[src/rtl/sd_spi_engine_if.sv]
// Host-side handshake for sd_spi_engine: transfer request, options and result.
interface sd_spi_engine_if;
    logic       start;
    logic       init_clks;
    logic       slow;
    logic       cs_hold;
    logic [7:0] tx_byte;
    logic [7:0] rx_byte;
    logic       busy;
    logic       done;

    modport master (
        output start, init_clks, slow, cs_hold, tx_byte,
        input  rx_byte, busy, done
    );

    modport slave (
        input  start, init_clks, slow, cs_hold, tx_byte,
        output rx_byte, busy, done
    );
endinterface

[src/rtl/sd_spi_engine.sv]
// SPI mode-0 byte engine for SD cards, with an 80-clock init sequence and
// selectable slow/fast sclk divider.
module sd_spi_engine #(
    parameter int unsigned SLOW_DIV = 124,
    parameter int unsigned FAST_DIV = 4
) (
    input  logic            clk,
    input  logic            reset,
    sd_spi_engine_if.slave  host,
    input  logic            miso,
    output logic            sclk,
    output logic            mosi,
    output logic            cs_n
);

    typedef enum logic [1:0] {StIdle, StInit, StXfer, StDone} state_e;

    state_e      state_q, state_d;
    logic [15:0] cnt_q, cnt_d;
    logic [7:0]  half_q, half_d;
    logic        sclk_q, sclk_d;
    logic        cs_q, cs_d;
    logic [7:0]  tx_q, tx_d;
    logic [7:0]  rx_sh_q, rx_sh_d;
    logic [7:0]  rx_q, rx_d;
    logic        slow_q, slow_d;
    logic        hold_q, hold_d;

    logic [15:0] div_lim;
    logic [7:0]  half_last;
    logic        tick;

    assign div_lim   = (state_q == StInit || slow_q) ? 16'(SLOW_DIV) : 16'(FAST_DIV);
    assign half_last = (state_q == StInit) ? 8'd160 : 8'd16;
    assign tick      = (cnt_q >= div_lim);

    always_comb begin
        state_d = state_q;
        cnt_d   = cnt_q;
        half_d  = half_q;
        sclk_d  = sclk_q;
        cs_d    = cs_q;
        tx_d    = tx_q;
        rx_sh_d = rx_sh_q;
        rx_d    = rx_q;
        slow_d  = slow_q;
        hold_d  = hold_q;
        unique case (state_q)
            StIdle: begin
                if (host.start) begin
                    tx_d   = host.tx_byte;
                    slow_d = host.slow;
                    hold_d = host.cs_hold;
                    // The start cycle itself counts as the first divider tick.
                    cnt_d  = 16'd1;
                    half_d = 8'd0;
                    sclk_d = 1'b0;
                    if (host.init_clks) begin
                        state_d = StInit;
                        cs_d    = 1'b1;
                    end else begin
                        state_d = StXfer;
                        cs_d    = 1'b0;
                    end
                end
            end
            StInit, StXfer: begin
                if (half_q == half_last) begin
                    state_d = StDone;
                    cnt_d   = 16'd0;
                    if (state_q == StXfer) begin
                        rx_d = rx_sh_q;
                        if (!hold_q) cs_d = 1'b1;
                    end
                end else if (tick) begin
                    cnt_d  = 16'd0;
                    sclk_d = ~sclk_q;
                    half_d = half_q + 8'd1;
                    if (state_q == StXfer) begin
                        if (!sclk_q) rx_sh_d = {rx_sh_q[6:0], miso};
                        else         tx_d    = {tx_q[6:0], 1'b1};
                    end
                end else begin
                    cnt_d = cnt_q + 16'd1;
                end
            end
            StDone:  state_d = StIdle;
            default: state_d = StIdle;
        endcase
    end

    always_ff @(posedge clk) begin
        if (reset) begin
            state_q <= StIdle;
            cnt_q   <= 16'd0;
            half_q  <= 8'd0;
            sclk_q  <= 1'b0;
            cs_q    <= 1'b1;
            tx_q    <= 8'h00;
            rx_sh_q <= 8'h00;
            rx_q    <= 8'h00;
            slow_q  <= 1'b0;
            hold_q  <= 1'b0;
        end else begin
            state_q <= state_d;
            cnt_q   <= cnt_d;
            half_q  <= half_d;
            sclk_q  <= sclk_d;
            cs_q    <= cs_d;
            tx_q    <= tx_d;
            rx_sh_q <= rx_sh_d;
            rx_q    <= rx_d;
            slow_q  <= slow_d;
            hold_q  <= hold_d;
        end
    end

    assign host.busy    = (state_q != StIdle);
    assign host.done    = (state_q == StDone);
    assign host.rx_byte = rx_q;
    assign sclk         = sclk_q;
    assign cs_n         = cs_q;
    assign mosi         = (state_q == StXfer) ? tx_q[7] : 1'b1;

endmodule
[src/flat_wrapper.sv]
// flat-port wrapper written by rule: the top's interface ports become plain ports
module sd_spi_engine_flat 
#(
    parameter int unsigned SLOW_DIV = 124,
    parameter int unsigned FAST_DIV = 4
)
  (clk, reset, miso, sclk, mosi, cs_n, host_start, host_init_clks, host_slow, host_cs_hold, host_tx_byte, host_rx_byte, host_busy, host_done);
  sd_spi_engine_if host_i ();
  input  logic clk;
  input  logic reset;
  input  logic miso;
  output logic sclk;
  output logic mosi;
  output logic cs_n;
  input wire logic [$bits(host_i.start)-1:0] host_start;
  input wire logic [$bits(host_i.init_clks)-1:0] host_init_clks;
  input wire logic [$bits(host_i.slow)-1:0] host_slow;
  input wire logic [$bits(host_i.cs_hold)-1:0] host_cs_hold;
  input wire logic [$bits(host_i.tx_byte)-1:0] host_tx_byte;
  output wire logic [$bits(host_i.rx_byte)-1:0] host_rx_byte;
  output wire logic [$bits(host_i.busy)-1:0] host_busy;
  output wire logic [$bits(host_i.done)-1:0] host_done;
  assign host_i.start = host_start;
  assign host_i.init_clks = host_init_clks;
  assign host_i.slow = host_slow;
  assign host_i.cs_hold = host_cs_hold;
  assign host_i.tx_byte = host_tx_byte;
  assign host_rx_byte = host_i.rx_byte;
  assign host_busy = host_i.busy;
  assign host_done = host_i.done;
  sd_spi_engine #(.SLOW_DIV(SLOW_DIV), .FAST_DIV(FAST_DIV)) u_core (.clk(clk), .reset(reset), .host(host_i), .miso(miso), .sclk(sclk), .mosi(mosi), .cs_n(cs_n));
endmodule
[config.mk]
export PLATFORM = sky130hd
export DESIGN_NAME = sd_spi_engine_flat
export DESIGN_NICKNAME = d
export VERILOG_FILES = /design/src/rtl/sd_spi_engine_if.sv /design/src/rtl/sd_spi_engine.sv /design/src/flat_wrapper.sv
export SDC_FILE = /design/constraint.sdc
export NUM_CORES = 1
export LEC_CHECK = 0
export BUFFER_PORTS_ARGS = -buffer_cell sky130_fd_sc_hd__buf_2
export CORE_MARGIN = 5
export CORE_UTILIZATION = 45
export DETAILED_ROUTE_END_ITERATION = 8
export GPL_ROUTABILITY_DRIVEN = 0
export GPL_TIMING_DRIVEN = 0
export PLACE_DENSITY_LB_ADDON = 0.08
export SLEW_MARGIN = 40
export SYNTH_ARGS = -nofsm -noshare
export SYNTH_HDL_FRONTEND = slang
export SYNTH_SLANG_ARGS = --single-unit
export TNS_END_PERCENT = 1
[constraint.sdc]
create_clock -name clk -period 2.1 [get_ports clk]
set_input_delay 0.42 -clock clk [delete_from_list [all_inputs] [get_ports clk]]
set_output_delay 0.42 -clock clk [all_outputs]
set_load 0.05 [all_outputs]
==> results_dict.tcl, run 1 <==
set metrics [dict create \
    slew_violations 0 \
    r2r_start "u_core.state_q[1]" \
    top_layer "met4" \
    nets 378 \
    synth_cell_types 47 \
    crit_path_top_delay_cell "or4_1" \
    grt_pass1_wl_um 10300 \
    antenna_cells 0 \
    regArea_um2 1090 \
    rows 28 \
    hp-start "miso" \
    wl_per_cell_um 14.1 \
    hold_depth 3 \
    end_kind "flop" \
    cp_max_fo 6 \
    holdWs_ns 0.341 \
    io_buffers 27 \
    post-route-min-period_ns 2.04 \
    clock_sinks 54 \
    ant_nets 0 \
    rsz0062_at_grt "true" \
    r2r_cells 7 \
    synth.cell_area_um2 2760 \
    cts_hold_buf 0 \
    dieWidth_um 88.3 \
    fmax_ghz 0.490 \
    ios 28 \
    via_per_inst 5.42 \
    cp_cell_sequence "inv_1, ha_2, nand2_1, a21boi_2, or4_1, a21oi_1, mux2i_1" \
    start_kind "flop" \
    hold_path_class "input pin to flop" \
    status "finished, final reports clean" \
    crit_required_ns 2.35 \
    numCtsBuffers 5 \
    fill_cells 572 \
    worst_pin_slew_ns 0.595 \
    p_sw_share_pct 41.3 \
    relSlewSlack_pct 60.3 \
    wl_met3_um 252 \
    clk_latency_ns 0.31 \
    yosysWarnings 0 \
    postSynthCellCount 318 \
    yosysSeqAreaShare_pct 39.2 \
    comb_power_share_pct 41.7 \
    synth_area_leaders "dfxtp_1, mux2i_1, a21oi_1, ha_1, nand3_1" \
    setup_viol 0 \
    async_flop_share_pct 0 \
    clk_pin_slew_ns 0.11 \
    pwr-share-clk_pct 19.8 \
    cp_data_arrival_time_ns 2.29 \
    power_mw 3.02 \
    dp_worst_setup_slack_ns -0.323 \
    synth_edf_count 0 \
    met1_length_um 3040 \
    worstSetupPathType "flop to flop" \
    layout-drive-gt1-share_pct 21.5 \
    maxCapViolations 0 \
    grt_max_degree 19 \
    grt_pass1_vias 2161 \
    yosys_most_used_dff "dfxtp_1" \
    drt_first_pass_iters 4 \
    fin_tns_setup_ns 0 \
    core-area_um2 5960 \
    hpwl_um 4440 \
    syn_nets 343 \
    htreeDepth 2 \
    r2r_end "u_core.half_q[5]" \
    die-height_um 88.3 \
    p_seq_share_pct 38.6 \
    min_to "u_core.rx_sh_q[0]" \
    yosysTopAreaCellShare_pct 39.2 \
    power_density_nw_per_um2 949 \
    drt_iter0_drc 104 \
    cts_tree "built" \
    yosys_register_bits 54 \
    grt_use_total_pct 16.8 \
    initial_utilization_pct 46.3 \
    wl_met2_um 2690 \
    dieArea_um2 7800 \
    syn_to_final_growth_pct 15.5 \
    finClkSkew_ns 0.0134 \
    cts_max_path_buffers 2 \
    syn_area_per_cell_um2 8.68 \
    vias 2326 \
    remaining_drc_errors 0 \
    hold_viol 0 \
    power.switching_mw 1.25 \
    p_leak_nw 1.21 \
    r2r_setup_slack_ns 0.06 \
    grt_overflow 0 \
    wl_um 6060 \
    multi_input_area_um2 1630 \
    period_share_pct 97.2 \
    critical_path.max_stage_delay_ns 0.48 \
    antenna_found_initial 0 \
    ir_drop_uv 532 \
    setup_ws_ns 0.0598 \
    internal-power_mw 1.77 \
    cts_root_buf "clkbuf_8" \
    synth_top_cell_by_area "dfxtp_1" \
]
-- layer usage --
| layer | vias up | track usage, % |
|---|---|---|
| li1 | 1205 | - |
| met4 | 0 | 5.49 |
| met5 | - | 0 |
| met1 | 1073 | 23.1 |
| met3 | 7 | 3.07 |
| met2 | 41 | 26.6 |
-- worst max path at each step --
stage | from | endpoint | slack, ns | depth (start not counted)
6_report | u_core.state_q[1] | u_core.half_q[5] | 0.06 | 7
3_3_place_gp | u_core.state_q[1] | u_core.cnt_q[12] | -0.31 | 8
2_1_floorplan | u_core.state_q[1] | u_core.tx_q[0] | 0.05 | 8
4_1_cts | u_core.state_q[1] | u_core.sclk | 0.03 | 7
5_1_grt | u_core.state_q[0] | u_core.tx_q[1] | -0.09 | 8
3_5_place_dp | u_core.state_q[1] | u_core.cnt_q[12] | -0.32 | 8
-- per-stage QoR --
stage	util, %	cells	area, um^2
3_5_place_dp	50.3	420	2990
3_3_place_gp	50.3	420	2990
2_1_floorplan	-	318	2760
4_1_cts	53.3	430	3170
6_report	53.5	429	3190
5_1_grt	53.5	429	3190
-- power by group through the flow --
| stage | registers, mW | clock network [mW] | logic, mW |
|---|---|---|---|
| finish | 1.17 | 0.598 | 1.26 |
| global route | 1.18 | 0.672 | 1.39 |
| CTS | 1.16 | 0.630 | 1.25 |
| detailed placement | 1.18 | 0 | 1.20 |
| global placement | 1.18 | 0 | 1.19 |
| floorplan | 1.18 | 0 | 0.915 |
-- placed cells by master (no fill, tap or decap), types with 10 or more instances in the layout --
cell,count
a211oi_1,10
a21oi_1,30
buf_2,31
dfxtp_1,52
inv_1,11
mux2i_1,21
nand2_1,27
nand2b_1,10
nand3_1,25
nor2_1,19
nor3_1,24
-- cell usage after synthesis, types with 3 or more instances --
library cell and number:
nor3_1 25, nand4_1 4, nor2_1 19, nand2b_1 10, and3_1 4, xnor2_1 8, inv_1 12, a31oi_1 3
buf_2 6, a211oi_1 10, mux2i_1 21, dfxtp_1 54, nor3_2 4, ha_1 10, a21oi_1 31, nand3_1 25
clkbuf_1 11, nand2_1 28
-- critical path: cells and delay by family (launching register included) --
family | cells | cell delay (ns)
buf+inv | 1 | 0.11
mux | 1 | 0.19
simple gates | 2 | 0.62
fa+ha+maj | 1 | 0.29
flops | 1 | 0.38
compound gates | 2 | 0.39
-- state kept, by name (all words and copies together), names as in the netlist --
name / count
u_core.host.rx_byte: 8
u_core.hold_q: 1
u_core.tx_q: 8
u_core.rx_sh_q: 8
u_core.cs_n: 1
u_core.state_q: 2
u_core.cnt_q: 16
u_core.slow_q: 1
u_core.sclk: 1
u_core.half_q: 8
-- final cells by class --
cell class | count | area share [%]
buffer | 17 | 2.59
clock buffer | 5 | 2.16
clock inverter | 3 | 0.746
inverter | 12 | 1.53
multi-input combinational | 234 | 51.2
sequential | 54 | 34.1
tap | 75 | 2.94
timing repair buffer | 29 | 4.71
-- logic make-up (layout without fill, tap and decap cells) --
logic type / Yosys count / after routing / synth area share [%]
buffers and inverters: 30 / 66 / 4.49
AND/OR/NAND/NOR: 134 / 134 / 26.2
adder cells (fa/ha/maj): 10 / 10 / 4.53
AO/OA/AOI/OAI: 58 / 58 / 14.4
flip-flops: 54 / 54 / 39.2
XOR/XNOR: 10 / 10 / 3.17
multiplexers: 22 / 22 / 8.02
-- repair_timing --
action | CTS | global route
pin swaps | 3 | 2
setup buffers | 2 | 0
gates resized for setup | 16 | 8
setup endpoints to repair | 49 | 37
Power figures use the tool's default switching activity.
==> run 2: changes to the inputs <==
CELL_PAD_IN_SITES_DETAIL_PLACEMENT = 1   (was default)
CELL_PAD_IN_SITES_GLOBAL_PLACEMENT = 1   (was default)
CORE_UTILIZATION = 40   (was 45)
SETUP_SLACK_MARGIN = 0.15   (was default)
==> results_dict.tcl, run 2 (synthesis results as in run 1) <==
set metrics [dict create \
    wl_met2_um 3660 \
    syn_to_final_growth_pct 24.6 \
    ant_nets 0 \
    numCtsBuffers 5 \
    antenna_found_initial 0 \
    r2r_cells 8 \
    via_per_inst 5.55 \
    hpwl_um 5030 \
    setup_viol 0 \
    drt_first_pass_iters 4 \
    drt_iter0_drc 61 \
    r2r_end "u_core.tx_q[0]" \
    fin_tns_setup_ns 0 \
    period_share_pct 91.9 \
    wl_um 7340 \
    cts_tree "built" \
    met1_length_um 3430 \
    vias 2470 \
    hold_depth 3 \
    worst_pin_slew_ns 0.543 \
    r2r_setup_slack_ns 0.17 \
    rsz0062_at_grt "true" \
    grt_overflow 0 \
    grt_pass1_vias 2489 \
    post-route-min-period_ns 1.93 \
    remaining_drc_errors 0 \
    layout-drive-gt1-share_pct 28.8 \
    hp-start "miso" \
    clk_pin_slew_ns 0.11 \
    grt_pass1_wl_um 12100 \
    relSlewSlack_pct 63.8 \
    io_buffers 27 \
    top_layer "met4" \
    initial_utilization_pct 40.9 \
    p_leak_nw 1.35 \
    rows 30 \
    final_common_cell "dfxtp_1" \
    cts_root_buf "clkbuf_8" \
    grt_max_degree 20 \
    hold_path_class "input pin to flop" \
    cts_max_path_buffers 2 \
    fill_cells 819 \
    core-area_um2 6760 \
    wl_met3_um 189 \
    status "finished, final reports clean" \
    clock_sinks 54 \
    end_kind "flop" \
    nets 389 \
    largest_reg_flops 16 \
    power_density_nw_per_um2 1010 \
    ios 28 \
    die-height_um 93.1 \
    crit_required_ns 2.29 \
    worstSetupPathType "flop to flop" \
    dieWidth_um 93.1 \
    dieArea_um2 8660 \
    dp_cells 425 \
    stdcell_count 445 \
    maxCapViolations 0 \
    cp_max_fo 8 \
    r2r_start "u_core.state_q[1]" \
    wl_per_cell_um 16.5 \
    antenna_cells 0 \
    layout_common_cells "dfxtp_1, buf_2, a21oi_1" \
    ir_drop_uv 526 \
    cp_data_arrival_time_ns 2.12 \
    grt_use_total_pct 17.4 \
    clk_latency_ns 0.32 \
    cts_hold_buf 0 \
    start_kind "flop" \
    slew_violations 0 \
    hold_viol 0 \
    fmax_ghz 0.518 \
    regMostFlops "u_core.cnt_q" \
    htreeDepth 2 \
    min_to "u_core.rx_sh_q[0]" \
    finClkSkew_ns 0.00688 \
]
run 2: cell types whose count changed in the layout (fill, tap and decap cells not counted), sizes merged:
cell      change
clkbuf        -1
buf          +12
clkinvlp      -2
clkinv        +1
inv           +1
run 2: layer usage:
metal	up-vias	track usage [%]
li1	1227	-
met1	1209	22.5
met2	28	29.3
met3	6	3.46
met4	0	4.88
met5	-	0
run 2: how the worst max path moves through the flow:
stage | end | from | slack (ns)
floorplan | u_core.sclk | u_core.state_q[1] | 0.10
global placement | u_core.tx_q[0] | u_core.state_q[1] | -0.30
detailed placement | u_core.tx_q[0] | u_core.state_q[1] | -0.36
CTS | u_core.cnt_q[12] | u_core.state_q[1] | 0.14
global route | u_core.half_q[2] | u_core.state_q[0] | 0.1
finish | u_core.tx_q[0] | u_core.state_q[1] | 0.17
run 2: power by group:
part / switching, mW / total [mW] / leakage (nW) / internal, mW
combinational: 0.993 / 1.64 / 0.857 / 0.644
sequential: 0.0714 / 1.18 / 0.439 / 1.11
clock: 0.399 / 0.650 / 0.0506 / 0.251
run 2: what timing repair did:
item                                    in CTS  in global routing
endpoints found under the hold margin        0                  0
gates cloned                                 0                  0
resized for setup                           34                 29
pin swaps                                    3                  9
setup buffers                                4                  8
endpoints found under the setup margin      53                 47
run 2: layout make-up:
cell class / instances / area (um^2) / share of cell area (%)
Buffer: 18 / 109 / 3.17
Clock buffer: 5 / 68.8 / 2.00
Clock inverter: 3 / 28.8 / 0.837
Inverter: 12 / 53.8 / 1.56
Multi-Input combinational cell: 234 / 1750 / 50.8
Sequential cell: 54 / 1090 / 31.7
Tap cell: 80 / 100 / 2.91
Timing Repair Buffer: 39 / 241 / 7.02
run 2: metrics by stage:
stage               instance area, um^2  worst slack [ns]  utilization, %  hold WS, ns  power, mW
finish                             3440             0.171            50.9        0.327       3.47
CTS                                3270             0.139            48.4        0.320       3.23
global route                       3440            0.0976            50.9        0.350       3.69
detailed placement                 3010            -0.359            44.5        0.446       2.42
floorplan                          2770             0.101               -        0.431       2.10
global placement                   3010            -0.300            44.5        0.442       2.40
run 2: worst max-delay path: stages, from the launching register on:
cell      delay, ns
dfxtp_4        0.40
inv_6          0.05
ha_4           0.19
nor4b_4        0.36
o21ai_4        0.13
and3_1         0.19
buf_4          0.18
a211oi_2       0.23
a311oi_1       0.07
==> run 3: changes to the inputs <==
SETUP_SLACK_MARGIN = 0.5   (was 0.15)
==> results_dict.tcl, run 3 (synthesis results as in run 1) <==
set metrics [dict create \
    maxCapViolations 0 \
    die-height_um 93.1 \
    relSlewSlack_pct 62.9 \
    antenna_cells 0 \
    cp_cell_sequence "inv_4, ha_4, and4b_1, o21ai_4, o31ai_4, or4_4, o22ai_1" \
    stdcell_count 443 \
    crit_path_top_delay_cell "or4_4" \
    p_seq_share_pct 34.6 \
    hold_path_class "input pin to flop" \
    fmax_ghz 0.525 \
    rsz0062_at_grt "true" \
    largest_reg_flops 16 \
    grt_overflow 0 \
    post-route-min-period_ns 1.90 \
    antenna_found_initial 0 \
    end_kind "flop" \
    p_sw_share_pct 42.3 \
    critical_path.max_stage_delay_ns 0.45 \
    regMostFlops "u_core.cnt_q" \
    wl_um 7390 \
    cts_max_path_buffers 2 \
    ir_drop_uv 629 \
    pwr-share-clk_pct 18.3 \
    wl_per_cell_um 16.7 \
    final_util_pct 50.6 \
    crit_family "simple AND/OR/NAND/NOR gates" \
    power_density_nw_per_um2 994 \
    nets 387 \
    clock_sinks 54 \
    grt_max_degree 19 \
    startpoint "u_core.state_q[1]" \
    fill_cells 795 \
    setup_viol 0 \
    clk_latency_ns 0.32 \
    clk_pin_slew_ns 0.11 \
    htreeDepth 2 \
    cp_data_arrival_time_ns 2.16 \
    p_leak_nw 1.32 \
    final_common_cell "dfxtp_1" \
    slew_violations 0 \
    worstSetupPathType "flop to flop" \
    finClkSkew_ns 0.0105 \
    power.switching_mw 1.43 \
    fin_tns_setup_ns 0 \
    cts_hold_buf 0 \
    drt_first_pass_iters 4 \
    rows 30 \
    initial_utilization_pct 40.9 \
    layout-drive-gt1-share_pct 27.8 \
    cts_root_buf "clkbuf_8" \
    crit_required_ns 2.35 \
    vias 2443 \
    status "finished, final reports clean" \
    drt_iter0_drc 51 \
    ant_nets 0 \
    worst_pin_slew_ns 0.557 \
    layout_common_cells "dfxtp_1, a21oi_1, buf_2" \
    internal-power_mw 1.96 \
    cp_num_buf_inv 1 \
    start_kind "flop" \
    hpwl_um 5220 \
    numCtsBuffers 5 \
    hp-start "miso" \
    period_share_pct 90.6 \
    comb_power_share_pct 47.1 \
    hold_viol 0 \
    io_buffers 27 \
    r2r_start "u_core.state_q[1]" \
    dieArea_um2 8660 \
    remaining_drc_errors 0 \
    dieWidth_um 93.1 \
    cts_tree "built" \
    grt_pass1_vias 2451 \
    cp_max_fo 5 \
    grt_pass1_wl_um 12600 \
    ios 28 \
    via_per_inst 5.51 \
    syn_to_final_growth_pct 23.8 \
    dp_cells 425 \
    grt_use_total_pct 18.0 \
    core-area_um2 6760 \
]
run 3: through the flow:
stage                     power, mW  hold slack [ns]  instance area (um^2)  worst slack, ns
after floorplan                2.18            0.431                  2840            0.281
after CTS                      3.36            0.340                  3370            0.169
final                          3.39            0.341                  3420            0.197
after global routing           3.61            0.354                  3420           0.0792
after global placement         2.49            0.440                  3080          -0.0522
after detailed placement       2.51            0.445                  3080           -0.126
run 3: timing repair:
action | in CTS | in global routing
gates resized for setup | 31 | 8
buffers inserted | 9 | 1
setup endpoints to repair | 54 | 55
pin swaps | 8 | 3
endpoints found under the hold margin | 0 | 0
run 3: worst paths after layout:
kind | to | slack (ns) | cells after the start
setup / recovery | u_core.sclk | 0.20 | 7
hold / removal | u_core.rx_sh_q[0] | 0.34 | 3
setup reg to reg | u_core.sclk | 0.20 | 7
hold reg to reg | u_core.host.rx_byte[7] | 0.46 | 2
run 3: power by group through the flow:
stage / Sequential (mW) / Combinational [mW] / Clock [mW]
CTS: 1.18 / 1.55 / 0.639
detailed placement: 1.19 / 1.32 / 0
floorplan: 1.19 / 0.987 / 0
finish: 1.18 / 1.60 / 0.620
global placement: 1.19 / 1.30 / 0
global route: 1.19 / 1.74 / 0.677
run 3: worst reg2reg max path, cell delays in order, from the launching register on:
cell	delay (ns)
dfxtp_4	0.37
inv_4	0.05
ha_4	0.19
and4b_1	0.22
o21ai_4	0.25
o31ai_4	0.15
or4_4	0.45
o22ai_1	0.16
run 3: final cells by class:
| class | count | area, um^2 | share of cell area [%] |
|---|---|---|---|
| buffer | 18 | 109 | 3.19 |
| clock buffer | 5 | 68.8 | 2.01 |
| clock inverter | 3 | 23.8 | 0.696 |
| inverter | 12 | 51.3 | 1.50 |
| multi-input combinational | 234 | 1750 | 51.1 |
| sequential | 54 | 1090 | 31.9 |
| tap | 80 | 100 | 2.93 |
| timing repair buffer | 37 | 226 | 6.63 |
run 3: metal layers:
layer	global-route usage [%]	wire length, um
met4	3.30	48
met5	0	0
met3	2.98	204
met1	23.9	3520
met2	30.9	3620
